`config.mk`:
```
export PLATFORM = sky130hd
export DESIGN_NAME = action_scheduler
export DESIGN_NICKNAME = d
export VERILOG_FILES = /design/src/rtl/control_pkg.sv /design/src/rtl/gravity_timer.sv /design/src/rtl/action_scheduler.sv
export SDC_FILE = /design/constraint.sdc
export NUM_CORES = 1
export LEC_CHECK = 0
export CAP_MARGIN = 40
export CORE_UTILIZATION = 35
export CTS_BUF_LIST = sky130_fd_sc_hd__clkbuf_4
export DETAILED_ROUTE_END_ITERATION = 8
export GPL_ROUTABILITY_DRIVEN = 0
export SYNTH_ARGS = -nofsm -noshare
export SYNTH_HDL_FRONTEND = slang
export SYNTH_SLANG_ARGS = --single-unit
```
`constraint.sdc`:
```
create_clock -name clk -period 5.7 [get_ports clk]
set_clock_uncertainty 0.1 [all_clocks]
set_input_delay 0.855 -clock clk [delete_from_list [all_inputs] [get_ports clk]]
set_output_delay 0.855 -clock clk [all_outputs]
set_load 0.1 [all_outputs]
```
`src/rtl/control_pkg.sv`:
```
// Shared types for the action scheduler: engine command codes and scheduler states.
// Also holds the gravity counter width and a helper that classifies commands.
package control_pkg;

    typedef enum logic [2:0] {
        NONE,
        LEFT,
        RIGHT,
        DOWN,
        DROP,
        HOLD,
        ROTATE,
        ROTATE_REV
    } control_type;

    typedef enum logic [1:0] {
        IDLE,
        ISSUE,
        WAIT,
        HALT
    } sched_state_t;

    localparam int GRAV_CNT_W = 32;

    // Commands that move the piece downward restart the gravity interval.
    function automatic logic resets_gravity(input control_type c);
        return (c == DOWN) || (c == DROP);
    endfunction

endpackage

```
`src/rtl/gravity_timer.sv`:
```
// Gravity interval counter: pulses tick once per gravity period while running.
// Define GRAVITY_SPEEDUP_EN to shorten the period with level; otherwise level is ignored.
module gravity_timer
    import control_pkg::*;
#(
    parameter int unsigned BASE_PERIOD = 100_000_000,
    parameter int unsigned MIN_PERIOD  = 10_000_000,
    parameter int unsigned STEP        = 9_000_000
) (
    input  logic       clk,
    input  logic       reset_n,
    input  logic       clear,
    input  logic       pause,
    input  logic [3:0] level,
    output logic       tick
);

    logic [GRAV_CNT_W-1:0] cnt_q;
    logic [GRAV_CNT_W-1:0] period;

`ifdef GRAVITY_SPEEDUP_EN
    // Wide intermediate keeps level*STEP from wrapping; the clamp avoids underflow.
    function automatic logic [GRAV_CNT_W-1:0] clamp_period(input logic [3:0] lvl);
        logic [39:0] cut;
        cut = 40'(lvl) * 40'(STEP);
        if (cut + 40'(MIN_PERIOD) >= 40'(BASE_PERIOD)) begin
            return GRAV_CNT_W'(MIN_PERIOD);
        end
        return GRAV_CNT_W'(BASE_PERIOD) - cut[GRAV_CNT_W-1:0];
    endfunction

    assign period = clamp_period(level);
`else
    logic unused_level;
    assign unused_level = ^level;
    assign period       = GRAV_CNT_W'(BASE_PERIOD);
`endif

    // A level change that leaves the count past the new limit fires immediately.
    assign tick = !pause && (cnt_q >= period - GRAV_CNT_W'(1));

    always_ff @(posedge clk or negedge reset_n) begin
        if (!reset_n) begin
            cnt_q <= '0;
        end else if (clear) begin
            cnt_q <= '0;
        end else if (!pause) begin
            cnt_q <= tick ? '0 : cnt_q + GRAV_CNT_W'(1);
        end
    end

endmodule

```
`src/rtl/action_scheduler.sv`:
```
// Serialises user commands and gravity DOWN steps into one-at-a-time engine actions.
// Build option GRAVITY_SPEEDUP_EN (see gravity_timer) makes the gravity period level-dependent.
module action_scheduler
    import control_pkg::*;
#(
    parameter int unsigned BASE_PERIOD  = 100_000_000,
    parameter int unsigned MIN_PERIOD   = 10_000_000,
    parameter int unsigned STEP         = 9_000_000,
    parameter int unsigned WAIT_TIMEOUT = 1_000_000
) (
    input  logic        clk,
    input  logic        reset_n,
    input  control_type in_ctrl,
    output logic        in_pop,
    output control_type eng_ctrl,
    output logic        eng_start,
    input  logic        eng_done,
    input  logic [3:0]  level,
    input  logic        pause,
    input  logic        game_over,
    output logic        busy,
    output logic        err
);

    localparam logic [31:0] WAIT_LAST = 32'(WAIT_TIMEOUT - 1);

    sched_state_t state_q, state_d;
    control_type  act_q, act_d;
    logic [31:0]  wcnt_q, wcnt_d;
    logic         grav_pend_q, grav_pend_d;
    logic         err_q, err_d;
    logic         pop_c;
    logic         clear_c;
    logic         grav_tick;
    logic         grav_hold;

    assign grav_hold = pause || (state_q == HALT);

    gravity_timer #(
        .BASE_PERIOD(BASE_PERIOD),
        .MIN_PERIOD (MIN_PERIOD),
        .STEP       (STEP)
    ) u_gravity (
        .clk    (clk),
        .reset_n(reset_n),
        .clear  (clear_c),
        .pause  (grav_hold),
        .level  (level),
        .tick   (grav_tick)
    );

    always_comb begin
        state_d     = state_q;
        act_d       = act_q;
        wcnt_d      = wcnt_q;
        err_d       = err_q;
        pop_c       = 1'b0;
        clear_c     = 1'b0;
        grav_pend_d = grav_pend_q || grav_tick;

        unique case (state_q)
            IDLE: begin
                if (game_over) begin
                    state_d = HALT;
                end else if (!pause) begin
                    // Gravity outranks a waiting user command; that command stays queued.
                    if (grav_pend_q || grav_tick) begin
                        act_d   = DOWN;
                        state_d = ISSUE;
                    end else if (in_ctrl != NONE) begin
                        act_d   = in_ctrl;
                        pop_c   = 1'b1;
                        state_d = ISSUE;
                    end
                end
                // Clearing here makes the counter read zero during the ISSUE cycle.
                clear_c = (state_d == ISSUE) && resets_gravity(act_d);
            end
            ISSUE: begin
                state_d = WAIT;
                wcnt_d  = '0;
            end
            WAIT: begin
                if (eng_done) begin
                    state_d = IDLE;
                end else if (wcnt_q == WAIT_LAST) begin
                    err_d   = 1'b1;
                    state_d = IDLE;
                end else begin
                    wcnt_d = wcnt_q + 32'd1;
                end
            end
            HALT: begin
                state_d = HALT;
            end
            default: begin
                state_d = IDLE;
            end
        endcase

        if (clear_c) begin
            grav_pend_d = 1'b0;
        end
    end

    always_ff @(posedge clk or negedge reset_n) begin
        if (!reset_n) begin
            state_q     <= IDLE;
            act_q       <= NONE;
            wcnt_q      <= '0;
            grav_pend_q <= 1'b0;
            err_q       <= 1'b0;
        end else begin
            state_q     <= state_d;
            act_q       <= act_d;
            wcnt_q      <= wcnt_d;
            grav_pend_q <= grav_pend_d;
            err_q       <= err_d;
        end
    end

    // in_pop is decoded from live inputs, so it is masked while reset is asserted.
    assign in_pop    = pop_c && reset_n;
    assign eng_start = (state_q == ISSUE);
    assign eng_ctrl  = ((state_q == ISSUE) || (state_q == WAIT)) ? act_q : NONE;
    assign busy      = (state_q != IDLE);
    assign err       = err_q;

endmodule

```
# Word level (Yosys, flattened, before mapping)
# Index checks and enable logic that the tools add are counted.
# op_classes
n_addsub	2
mux	27
eq_ne	11
reduce_logical	14
magnitude_cmp	1
bitwise	1
# op_table
cell	count
32-bit two-way mux	5
32-bit by 1-bit adder with 32-bit output (second input constant)	2
32-bit one-hot mux with 2 select lines	1
32-bit by 20-bit == test with 1-bit output (second input constant)	1
32-bit by 27-bit >= comparator with 1-bit output (second input constant)	1
3-bit two-way mux	6
2-bit two-way mux	7
2-bit one-hot mux with 4 select lines	1
1-bit two-way mux	7
2-bit inequality test (second input constant)	3
3-bit AND reduction	2
2-bit by 1-bit == test with 1-bit output (second input constant)	2
2-bit == test (second input constant)	2
1-bit logical OR	4
2-bit nonzero test	2
3-bit by 2-bit == test with 1-bit output (second input constant)	1
3-bit == test (second input constant)	1
1-bit logical AND	3
3-bit inequality test (second input constant)	1
3-bit nonzero test	1
2-bit zero test	1
1-bit zero test	1
1-bit NOT	1
# word_totals
ff_bits	71
word_cells	62
output_inout_bits	7

# Depth between registers and ports, before layout
# Gate-level depths: netlist (run 1).
# depth
depth_word	14
ltp_mapped	10
depth_no_buf	8

# Modules after synthesis
# From an unflattened synthesis (run 1), not the netlist that was laid out.
# hier_totals
cells_unflattened	460
hier_area_um2	4139.0
# by_module_without_submodules
module	seq_area_each_um2	instances	area_each_um2	cells_each
action_scheduler	975.9	1	2338.5	265
gravity_timer	800.8	1	1800.5	195

# Least setup slack after synthesis (run 1)
# OpenSTA, ideal clock, no wires.
# synth_path
path_type	reg-to-output
start	register u_gravity.cnt_q[11]
end	output in_pop
required_time_ns	4.745
stages_incl_launch_ff	6
slack_ns	0.350
arrival_time_ns	4.395
cell_sequence	dfrtp_1 -> or4_1 -> a221oi_2 -> o21ai_2 -> o21a_4 -> nor4_1
# synth_between
elab_chain_cells	8
# synth_rtl
element	line_no	rtl
from (decl)	gravity_timer.sv:18	logic [GRAV_CNT_W-1:0] cnt_q;
from (signal assigned)	gravity_timer.sv:48	cnt_q <= tick ? '0 : cnt_q + GRAV_CNT_W'(1);
32-bit by 27-bit >= comparator with 1-bit output	gravity_timer.sv:40	assign tick = !pause && (cnt_q >= period - GRAV_CNT_W'(1));
1-bit logical AND	gravity_timer.sv:40	
1-bit logical OR	action_scheduler.sv:67	if (grav_pend_q || grav_tick) begin
1-bit two-way mux	action_scheduler.sv:67	
1-bit two-way mux	action_scheduler.sv:65	end else if (!pause) begin
1-bit two-way mux	action_scheduler.sv:63	if (game_over) begin
1-bit two-way mux	action_scheduler.sv:61	unique case (state_q)
1-bit logical AND	action_scheduler.sv:123	assign in_pop = pop_c && reset_n;
to (decl)	action_scheduler.sv:14	output logic in_pop,
# Every way passes these cells.

# Final worst setup path (run 1)
# Ends and elaborated chain as after synthesis.

==> results of run 1 <==
metrics by stage:
step                hold slack, ps  setup WS (ps)  utilization [%]  instances  power [mW]
floorplan                      406            350                -        459        1.16
global route                   239           1440             41.1        629        1.89
global placement               361           1350             38.4        603        1.31
CTS                            260           1580             41.1        629        1.80
detailed placement             366           1300             39.8        613        1.43
finish                         284           1620             41.1        629        1.78
cells by family after synthesis:
logic type / after synthesis
AND/OR/NAND/NOR: 242
AO/OA/AOI/OAI: 50
multiplexers: 3
adder cells (fa/ha/maj): 7
XOR/XNOR: 47
flip-flops: 71
buffers and inverters: 39
state kept, by name, summed over array words and instances (netlist names):
register	count
state_q	2
grav_pend_q	1
wcnt_q	32
err	1
act_q	3
u_gravity.cnt_q	32
final cells by class:
| cell class | count | area share, % |
|---|---|---|
| clock inverters | 5 | 1.53 |
| flip-flops and latches | 71 | 37.5 |
| inverters | 19 | 1.51 |
| repair buffers | 31 | 7.32 |
| well taps | 143 | 3.78 |
| clock buffers | 11 | 1.74 |
| multi-input cells | 349 | 46.6 |
per-layer routing:
metal	routed length [um]	global-route usage (%)	vias to the layer above
li1	-	-	1690
met1	4670	22.2	1651
met2	4170	25.6	48
met3	201	3.28	13
met4	145	6.76	0
met5	0	0	-
cell usage after synthesis (3+ instances only):
master | number | area share [%]
sky130_fd_sc_hd__a31o_2 | 3 | 0.63
sky130_fd_sc_hd__nor4b_1 | 4 | 0.84
sky130_fd_sc_hd__nand2_1 | 38 | 3.4
sky130_fd_sc_hd__clkbuf_1 | 12 | 1.1
sky130_fd_sc_hd__o21ai_0 | 9 | 1.1
sky130_fd_sc_hd__ha_1 | 7 | 2.1
sky130_fd_sc_hd__nor4_2 | 3 | 0.90
sky130_fd_sc_hd__xor2_1 | 16 | 3.4
sky130_fd_sc_hd__nand3_1 | 25 | 3.0
sky130_fd_sc_hd__nor4_1 | 15 | 2.3
sky130_fd_sc_hd__or4_1 | 4 | 0.72
sky130_fd_sc_hd__a21oi_1 | 12 | 1.4
sky130_fd_sc_hd__a31oi_1 | 3 | 0.45
sky130_fd_sc_hd__xnor2_1 | 31 | 6.5
sky130_fd_sc_hd__buf_6 | 3 | 0.81
sky130_fd_sc_hd__and4_1 | 3 | 0.63
sky130_fd_sc_hd__inv_1 | 19 | 1.7
sky130_fd_sc_hd__or3_1 | 5 | 0.75
sky130_fd_sc_hd__and3_1 | 18 | 2.7
sky130_fd_sc_hd__nor3_1 | 40 | 4.8
sky130_fd_sc_hd__a21o_1 | 4 | 0.72
sky130_fd_sc_hd__nor3_2 | 5 | 1.2
sky130_fd_sc_hd__nand4_1 | 18 | 2.7
sky130_fd_sc_hd__nor2_1 | 47 | 4.2
sky130_fd_sc_hd__and2_1 | 7 | 1.1
sky130_fd_sc_hd__dfrtp_1 | 71 | 43
worst max-delay path by stage:
stage,cells after the start,end
finish,7,in_pop
floorplan,5,in_pop
global placement,7,grav_pend_q$_DFF_PN0_
CTS,7,in_pop
detailed placement,8,u_gravity.cnt_q[31]$_DFFE_PN0P_
global route,8,in_pop
power groups by stage:
stage	Clock (mW)	Sequential (mW)	Combinational, mW
after detailed placement	0	0.651	0.782
after CTS	0.372	0.641	0.787
final	0.360	0.642	0.779
after global placement	0	0.648	0.659
after global routing	0.399	0.653	0.839
after floorplan	0	0.631	0.533
==> impl_metrics.prom, run 1 <==
# TYPE chip_impl_metric gauge
chip_impl_metric{name="detailed_place.area",unit="sq um"} 4580
chip_impl_metric{name="power_leakage",unit="nW"} 2.02
chip_impl_metric{name="synth-xor-area-share",unit="%"} 9.89
chip_impl_metric{name="p_int",unit="mW"} 1.03
chip_impl_metric{name="min_period_over_period",unit="%"} 71.6
chip_impl_info{name="critPathTopFamily",value="simple AND/OR/NAND/NOR gates"} 1
chip_impl_metric{name="clock_path_buffers",unit=""} 2
chip_impl_metric{name="antenna_cells",unit=""} 0
chip_impl_metric{name="worst-path-max-fanout",unit=""} 8
chip_impl_info{name="path_cells",value="or4_1, a221oi_2, o21ai_2, o21a_4, nor4_1, clkdlybuf4s50_1, buf_8"} 1
chip_impl_info{name="grt_setup_unrepaired",value="no"} 1
chip_impl_metric{name="drt_pre_antenna_iters",unit=""} 4
chip_impl_metric{name="tritoncts.num_buffers",unit=""} 9
chip_impl_metric{name="slowest_delay",unit="ps"} 570
chip_impl_metric{name="fin_setup_tns",unit="ps"} 0
chip_impl_metric{name="tritoncts_num_sinks",unit=""} 71
chip_impl_metric{name="r2r_setup_slack",unit="ps"} 2040
chip_impl_metric{name="setup_violations",unit=""} 0
chip_impl_info{name="regToRegEndpoint",value="u_gravity.cnt_q[24]$_DFFE_PN0P_"} 1
chip_impl_metric{name="layout-drive-gt1-share",unit="%"} 11.3
chip_impl_metric{name="grt.total_usage",unit="%"} 16.4
chip_impl_metric{name="timing.max_cap.violations",unit=""} 0
chip_impl_metric{name="report.final.hold_viol_count",unit=""} 0
chip_impl_metric{name="rows",unit=""} 39
chip_impl_metric{name="buffer_ports.inserted",unit=""} 14
chip_impl_metric{name="syn_area_per_cell",unit="sq um"} 9.07
chip_impl_metric{name="synthSimpleGateAreaFrac",unit="%"} 31.6
chip_impl_metric{name="drt_iter0_markers",unit=""} 221
chip_impl_metric{name="ys_seq_elements",unit=""} 71
chip_impl_info{name="end_kind",value="primary output"} 1
chip_impl_info{name="layout.cells.most_common",value="sky130_fd_sc_hd__dfrtp_1"} 1
chip_impl_metric{name="detailroute.via_count",unit=""} 3402
chip_impl_metric{name="finalCriticalPeriod",unit="ps"} 4080
chip_impl_metric{name="route.antenna.remaining_nets",unit=""} 0
chip_impl_metric{name="post_synth_mux_area_share",unit="%"} 0.782
chip_impl_info{name="tritoncts",value="done"} 1
chip_impl_metric{name="htreeDepth",unit=""} 3
chip_impl_metric{name="post_synthesis_compound_gate_area_fraction",unit="%"} 8.63
chip_impl_metric{name="synthDistinctLibCells",unit=""} 54
chip_impl_info{name="critPathSlowestCell",value="sky130_fd_sc_hd__clkdlybuf4s50_1"} 1
chip_impl_metric{name="worst-r2r-cell-count",unit=""} 9
chip_impl_metric{name="core-area",unit="sq um"} 11500
chip_impl_metric{name="grt_pass1_vias",unit=""} 3324
chip_impl_metric{name="globalRoute.totalOverflow",unit=""} 0
chip_impl_metric{name="final_area",unit="sq um"} 4740
chip_impl_info{name="clock-root-buffer",value="sky130_fd_sc_hd__clkbuf_4"} 1
chip_impl_metric{name="path_clk_slew",unit="ps"} 110
chip_impl_metric{name="cp.arrival",unit="ps"} 3120
chip_impl_metric{name="worst_skew_pair.late_latency",unit="ps"} 420
chip_impl_info{name="regToRegStartpoint",value="u_gravity.cnt_q[22]$_DFFE_PN0P_"} 1
chip_impl_metric{name="p_per_area",unit="nW/um^2"} 376
chip_impl_metric{name="syn-num-nets",unit=""} 478
chip_impl_metric{name="number_of_buffers_inserted_by_post_cts_setup_repair",unit=""} 0
chip_impl_metric{name="vdd.ir_drop.worst",unit="V"} 0.000517
chip_impl_metric{name="ys_seq_area_share",unit="%"} 42.7
chip_impl_info{name="min-delay-path-class",value="input port to async pin"} 1
chip_impl_metric{name="die_area",unit="sq um"} 12300
chip_impl_metric{name="floorplan.die.width",unit="um"} 111
chip_impl_metric{name="timing_max_transition_violations_final",unit=""} 0
chip_impl_metric{name="fill_cells",unit=""} 1137
chip_impl_metric{name="switching_share",unit="%"} 42.3
chip_impl_metric{name="antenna_violations_before_repair",unit=""} 0
chip_impl_metric{name="synth-edff-count",unit=""} 0
chip_impl_metric{name="power.net_switching",unit="uW"} 754
chip_impl_info{name="most-common-layout-cells",value="sky130_fd_sc_hd__dfrtp_1 (71), sky130_fd_sc_hd__nor2_1 (46), sky130_fd_sc_hd__nor3_1 (40)"} 1
chip_impl_metric{name="grt_pass1_wl",unit="um"} 16100
chip_impl_metric{name="netlist_area",unit="sq um"} 4160
chip_impl_info{name="setup.worst_path.start",value="u_gravity.cnt_q[11]$_DFFE_PN0P_"} 1
chip_impl_metric{name="post_drt_via_cell_ratio",unit=""} 5.41
chip_impl_metric{name="grt_max_degree",unit=""} 64
chip_impl_metric{name="worstPathBufferInverterCount",unit=""} 2
chip_impl_metric{name="combined_area_of_the_multi_input_logic_cells",unit="sq um"} 2210
chip_impl_metric{name="initial_core_util",unit="%"} 36.1
chip_impl_metric{name="power.share.clock",unit="%"} 20.2
chip_impl_metric{name="syn-instance-count",unit=""} 459
chip_impl_metric{name="max-slew-margin-rel",unit="%"} 45.6
chip_impl_metric{name="ios",unit=""} 19
chip_impl_metric{name="remaining_drc_errors",unit=""} 0
chip_impl_metric{name="max_slew.worst_pin.slew",unit="ps"} 808
chip_impl_info{name="worstSetupPathType",value="flop to primary output"} 1
chip_impl_metric{name="die_height",unit="um"} 111
chip_impl_info{name="synth_top_family_by_area",value="simple AND/OR/NAND/NOR gates"} 1
chip_impl_metric{name="worst_ep_required_time",unit="ps"} 4740
chip_impl_metric{name="hpwl_after_dpl",unit="um"} 6280
chip_impl_metric{name="ys_async_sr_fraction",unit="%"} 100
chip_impl_metric{name="sequentialPowerShare",unit="%"} 36.0
chip_impl_info{name="status",value="complete, no violations"} 1
chip_impl_metric{name="max_clock_freq",unit="MHz"} 245
chip_impl_info{name="startpoint_kind_of_the_worst_setup_timing_path",value="flop"} 1
chip_impl_metric{name="synthAdderAreaFrac",unit="%"} 2.10
chip_impl_metric{name="number_of_nets_in_the_finished_design",unit=""} 500
chip_impl_metric{name="post_cts_resized",unit=""} 0
chip_impl_metric{name="post_drt_wl_per_cell",unit="um"} 14.6
chip_impl_metric{name="combinationalPowerShare",unit="%"} 43.8
chip_impl_metric{name="seq_area",unit="sq um"} 1780
chip_impl_info{name="postSynth.topFlopCell",value="sky130_fd_sc_hd__dfrtp_1"} 1
chip_impl_metric{name="yosys_warnings",unit=""} 0
chip_impl_metric{name="synthToLayoutAreaGrowth",unit="%"} 13.8
chip_impl_metric{name="post_cts_hold_buffer_count",unit=""} 0
chip_impl_metric{name="routed_wl",unit="um"} 9190
No activity file was read; power rests on OpenSTA's default activity.
==> inputs of run 2 (changes only) <==
- clock period: 5.7 -> 3.35 ns (I/O delays scaled with it)
==> run 2 against run 1 <==
  * Sequential share of layout area is 0.24 points higher
  * Register-to-register slack got worse by 1500 ps
  * Power up 62%
  * Sequential power up 71%
  * Die area unchanged
  * Via count rose by 0.41%
  * Critical path type unchanged
  * Largest cell class unchanged
==> impl_metrics.prom, run 2 (synthesis gave the netlist of run 1 again) <==
# TYPE chip_impl_metric gauge
chip_impl_metric{name="seq_area",unit="sq um"} 1780
chip_impl_metric{name="fin_setup_tns",unit="ps"} 0
chip_impl_metric{name="p_int",unit="mW"} 1.60
chip_impl_metric{name="vdd.ir_drop.worst",unit="V"} 0.00107
chip_impl_metric{name="core-area",unit="sq um"} 11500
chip_impl_info{name="status",value="complete, no violations"} 1
chip_impl_metric{name="power_leakage",unit="nW"} 1.99
chip_impl_metric{name="fill_cells",unit=""} 1144
chip_impl_info{name="path_cells",value="or4_1, a221oi_2, o21ai_2, o21a_4, nor4_4, buf_12"} 1
chip_impl_info{name="layout.cells.most_common",value="sky130_fd_sc_hd__dfrtp_1"} 1
chip_impl_metric{name="post_drt_via_cell_ratio",unit=""} 5.46
chip_impl_metric{name="grt_pass1_vias",unit=""} 3364
chip_impl_metric{name="grt_max_degree",unit=""} 58
chip_impl_metric{name="layout-drive-gt1-share",unit="%"} 12.2
chip_impl_metric{name="die_height",unit="um"} 111
chip_impl_metric{name="finalCriticalPeriod",unit="ps"} 3220
chip_impl_metric{name="slowest_delay",unit="ps"} 550
chip_impl_metric{name="globalRouteMet2Util",unit="%"} 25.4
chip_impl_metric{name="htreeDepth",unit=""} 3
chip_impl_metric{name="pre_cts_ws",unit="ps"} 529
chip_impl_info{name="most-common-layout-cells",value="sky130_fd_sc_hd__dfrtp_1 (71), sky130_fd_sc_hd__nor2_1 (46), sky130_fd_sc_hd__nor3_1 (40)"} 1
chip_impl_metric{name="hpwl_after_dpl",unit="um"} 6020
chip_impl_metric{name="max_slew.worst_pin.slew",unit="ps"} 599
chip_impl_metric{name="synthToLayoutAreaGrowth",unit="%"} 13.1
chip_impl_metric{name="detailroute.via_count",unit=""} 3416
chip_impl_metric{name="setup_violations",unit=""} 0
chip_impl_metric{name="p_per_area",unit="nW/um^2"} 612
chip_impl_metric{name="antenna_cells",unit=""} 0
chip_impl_info{name="grt_setup_unrepaired",value="no"} 1
chip_impl_metric{name="route.antenna.remaining_nets",unit=""} 0
chip_impl_metric{name="cp.arrival",unit="ps"} 2620
chip_impl_metric{name="min_period_over_period",unit="%"} 96.2
chip_impl_metric{name="groute.layer.met3.usage",unit="%"} 2.62
chip_impl_metric{name="tritoncts.num_buffers",unit=""} 9
chip_impl_info{name="tritoncts",value="done"} 1
chip_impl_metric{name="worst_skew_pair.late_latency",unit="ps"} 430
chip_impl_metric{name="power.net_switching",unit="mW"} 1.28
chip_impl_metric{name="global_route.usage.met1",unit="%"} 21.5
chip_impl_info{name="min-delay-path-class",value="flop to flop"} 1
chip_impl_metric{name="power.share.clock",unit="%"} 22.0
chip_impl_metric{name="die_area",unit="sq um"} 12300
chip_impl_metric{name="worstPathBufferInverterCount",unit=""} 1
chip_impl_metric{name="routed_wl",unit="um"} 8950
chip_impl_metric{name="sequentialPowerShare",unit="%"} 38.1
chip_impl_info{name="critPathSlowestCell",value="sky130_fd_sc_hd__or4_1"} 1
chip_impl_info{name="global_route.peak_usage_layer",value="met2"} 1
chip_impl_metric{name="post_drt_wl_per_cell",unit="um"} 14.3
chip_impl_metric{name="rows",unit=""} 39
chip_impl_metric{name="switching_share",unit="%"} 44.4
chip_impl_metric{name="timing.max_cap.violations",unit=""} 0
chip_impl_metric{name="report.final.hold_viol_count",unit=""} 0
chip_impl_info{name="clock-root-buffer",value="sky130_fd_sc_hd__clkbuf_4"} 1
chip_impl_metric{name="drt_pre_antenna_iters",unit=""} 6
chip_impl_metric{name="ios",unit=""} 19
chip_impl_info{name="end_kind",value="primary output"} 1
chip_impl_metric{name="worst_ep_required_time",unit="ps"} 2750
chip_impl_metric{name="timing_max_transition_violations_final",unit=""} 0
chip_impl_info{name="critPathTopFamily",value="simple AND/OR/NAND/NOR gates"} 1
chip_impl_metric{name="post-route-worst-setup-slack",unit="ps"} 128
chip_impl_metric{name="drt_iter0_markers",unit=""} 192
chip_impl_metric{name="max_clock_freq",unit="MHz"} 310
chip_impl_metric{name="combinationalPowerShare",unit="%"} 39.9
chip_impl_metric{name="clock_path_buffers",unit=""} 2
chip_impl_metric{name="worst-path-max-fanout",unit=""} 8
chip_impl_info{name="reg_top3",value="u_gravity.cnt_q: 32 flops, wcnt_q: 32 flops, act_q: 3 flops"} 1
chip_impl_metric{name="number_of_buffers_inserted_by_post_cts_setup_repair",unit=""} 0
chip_impl_metric{name="tritoncts_num_sinks",unit=""} 71
chip_impl_metric{name="path_clk_slew",unit="ps"} 120
chip_impl_metric{name="grt.total_usage",unit="%"} 15.9
chip_impl_metric{name="remaining_drc_errors",unit=""} 0
chip_impl_metric{name="combined_area_of_the_multi_input_logic_cells",unit="sq um"} 2220
chip_impl_metric{name="number_of_nets_in_the_finished_design",unit=""} 497
chip_impl_metric{name="initial_core_util",unit="%"} 36.1
chip_impl_metric{name="globalRoute.totalOverflow",unit=""} 0
chip_impl_metric{name="floorplan.die.width",unit="um"} 111
chip_impl_metric{name="buffer_ports.inserted",unit=""} 14
chip_impl_metric{name="max-slew-margin-rel",unit="%"} 59.7
chip_impl_metric{name="antenna_violations_before_repair",unit=""} 0
chip_impl_metric{name="grt_pass1_wl",unit="um"} 16000
chip_impl_info{name="startpoint_kind_of_the_worst_setup_timing_path",value="flop"} 1
chip_impl_info{name="worstSetupPathType",value="flop to primary output"} 1
## run 2: layout make-up
class,instances,share of cell area (%)
timing repair buffer,28,6.22
tap,143,3.80
inverter,19,1.52
multi-input combinational,349,47.2
clock inverter,7,2.05
clock buffer,9,1.44
sequential,71,37.7
## run 2: path summary, 6_finish.rpt
| kind | from | to | slack (ps) | cells after the start |
|---|---|---|---|---|
| max in group asynchronous | reset_n | wcnt_q[16]$_DFFE_PN0P_ | 2070 | 4 |
| worst min-delay path | err$_DFFE_PN0P_ | err$_DFFE_PN0P_ | 400 | 1 |
| worst max-delay path | u_gravity.cnt_q[11]$_DFFE_PN0P_ | in_pop | 130 | 6 |
| min in group asynchronous | reset_n | grav_pend_q$_DFF_PN0_ | 530 | 3 |
| worst max register to register | u_gravity.cnt_q[11]$_DFFE_PN0P_ | u_gravity.cnt_q[5]$_DFFE_PN0P_ | 570 | 8 |
| worst min register to register | err$_DFFE_PN0P_ | err$_DFFE_PN0P_ | 400 | 1 |
## run 2: power by group through the flow
stage | Combinational (mW) | Sequential (mW) | Clock (mW)
after floorplan | 0.908 | 1.08 | 0
after global placement | 1.13 | 1.10 | 0
after detailed placement | 1.15 | 1.11 | 0
final | 1.15 | 1.10 | 0.634
after CTS | 1.17 | 1.10 | 0.658
after global routing | 1.26 | 1.11 | 0.694
## run 2: worst reg2reg max path: cells and delay by family, from the launching register on
kind / cells / cell delay (ps)
buffers and inverters: 1 / 180
AND/OR/NAND/NOR: 3 / 1050
AO/OA/AOI/OAI: 4 / 920
flip-flops: 1 / 450
## run 2: through the flow
stage	cell area (sq um)	instances	utilization, %	power (mW)	hold WS (ps)
floorplan	4180	459	-	1.99	107
CTS	4710	626	40.9	2.92	399
global route	4710	626	40.9	3.06	434
finish	4710	626	40.9	2.88	397
detailed placement	4530	609	39.4	2.26	362
global placement	4490	607	39.0	2.24	359
## run 2: layer usage
layer  vias up  wire [um]
li1       1682          -
met1      1658       4350
met2        65       4240
met3        11        251
met4         0        103
met5         -          0
## run 2: repair_timing
item / CTS / global route
endpoints found under the hold margin: 14 / 0
resized for setup: 0 / 0
hold buffers: 1 / 0
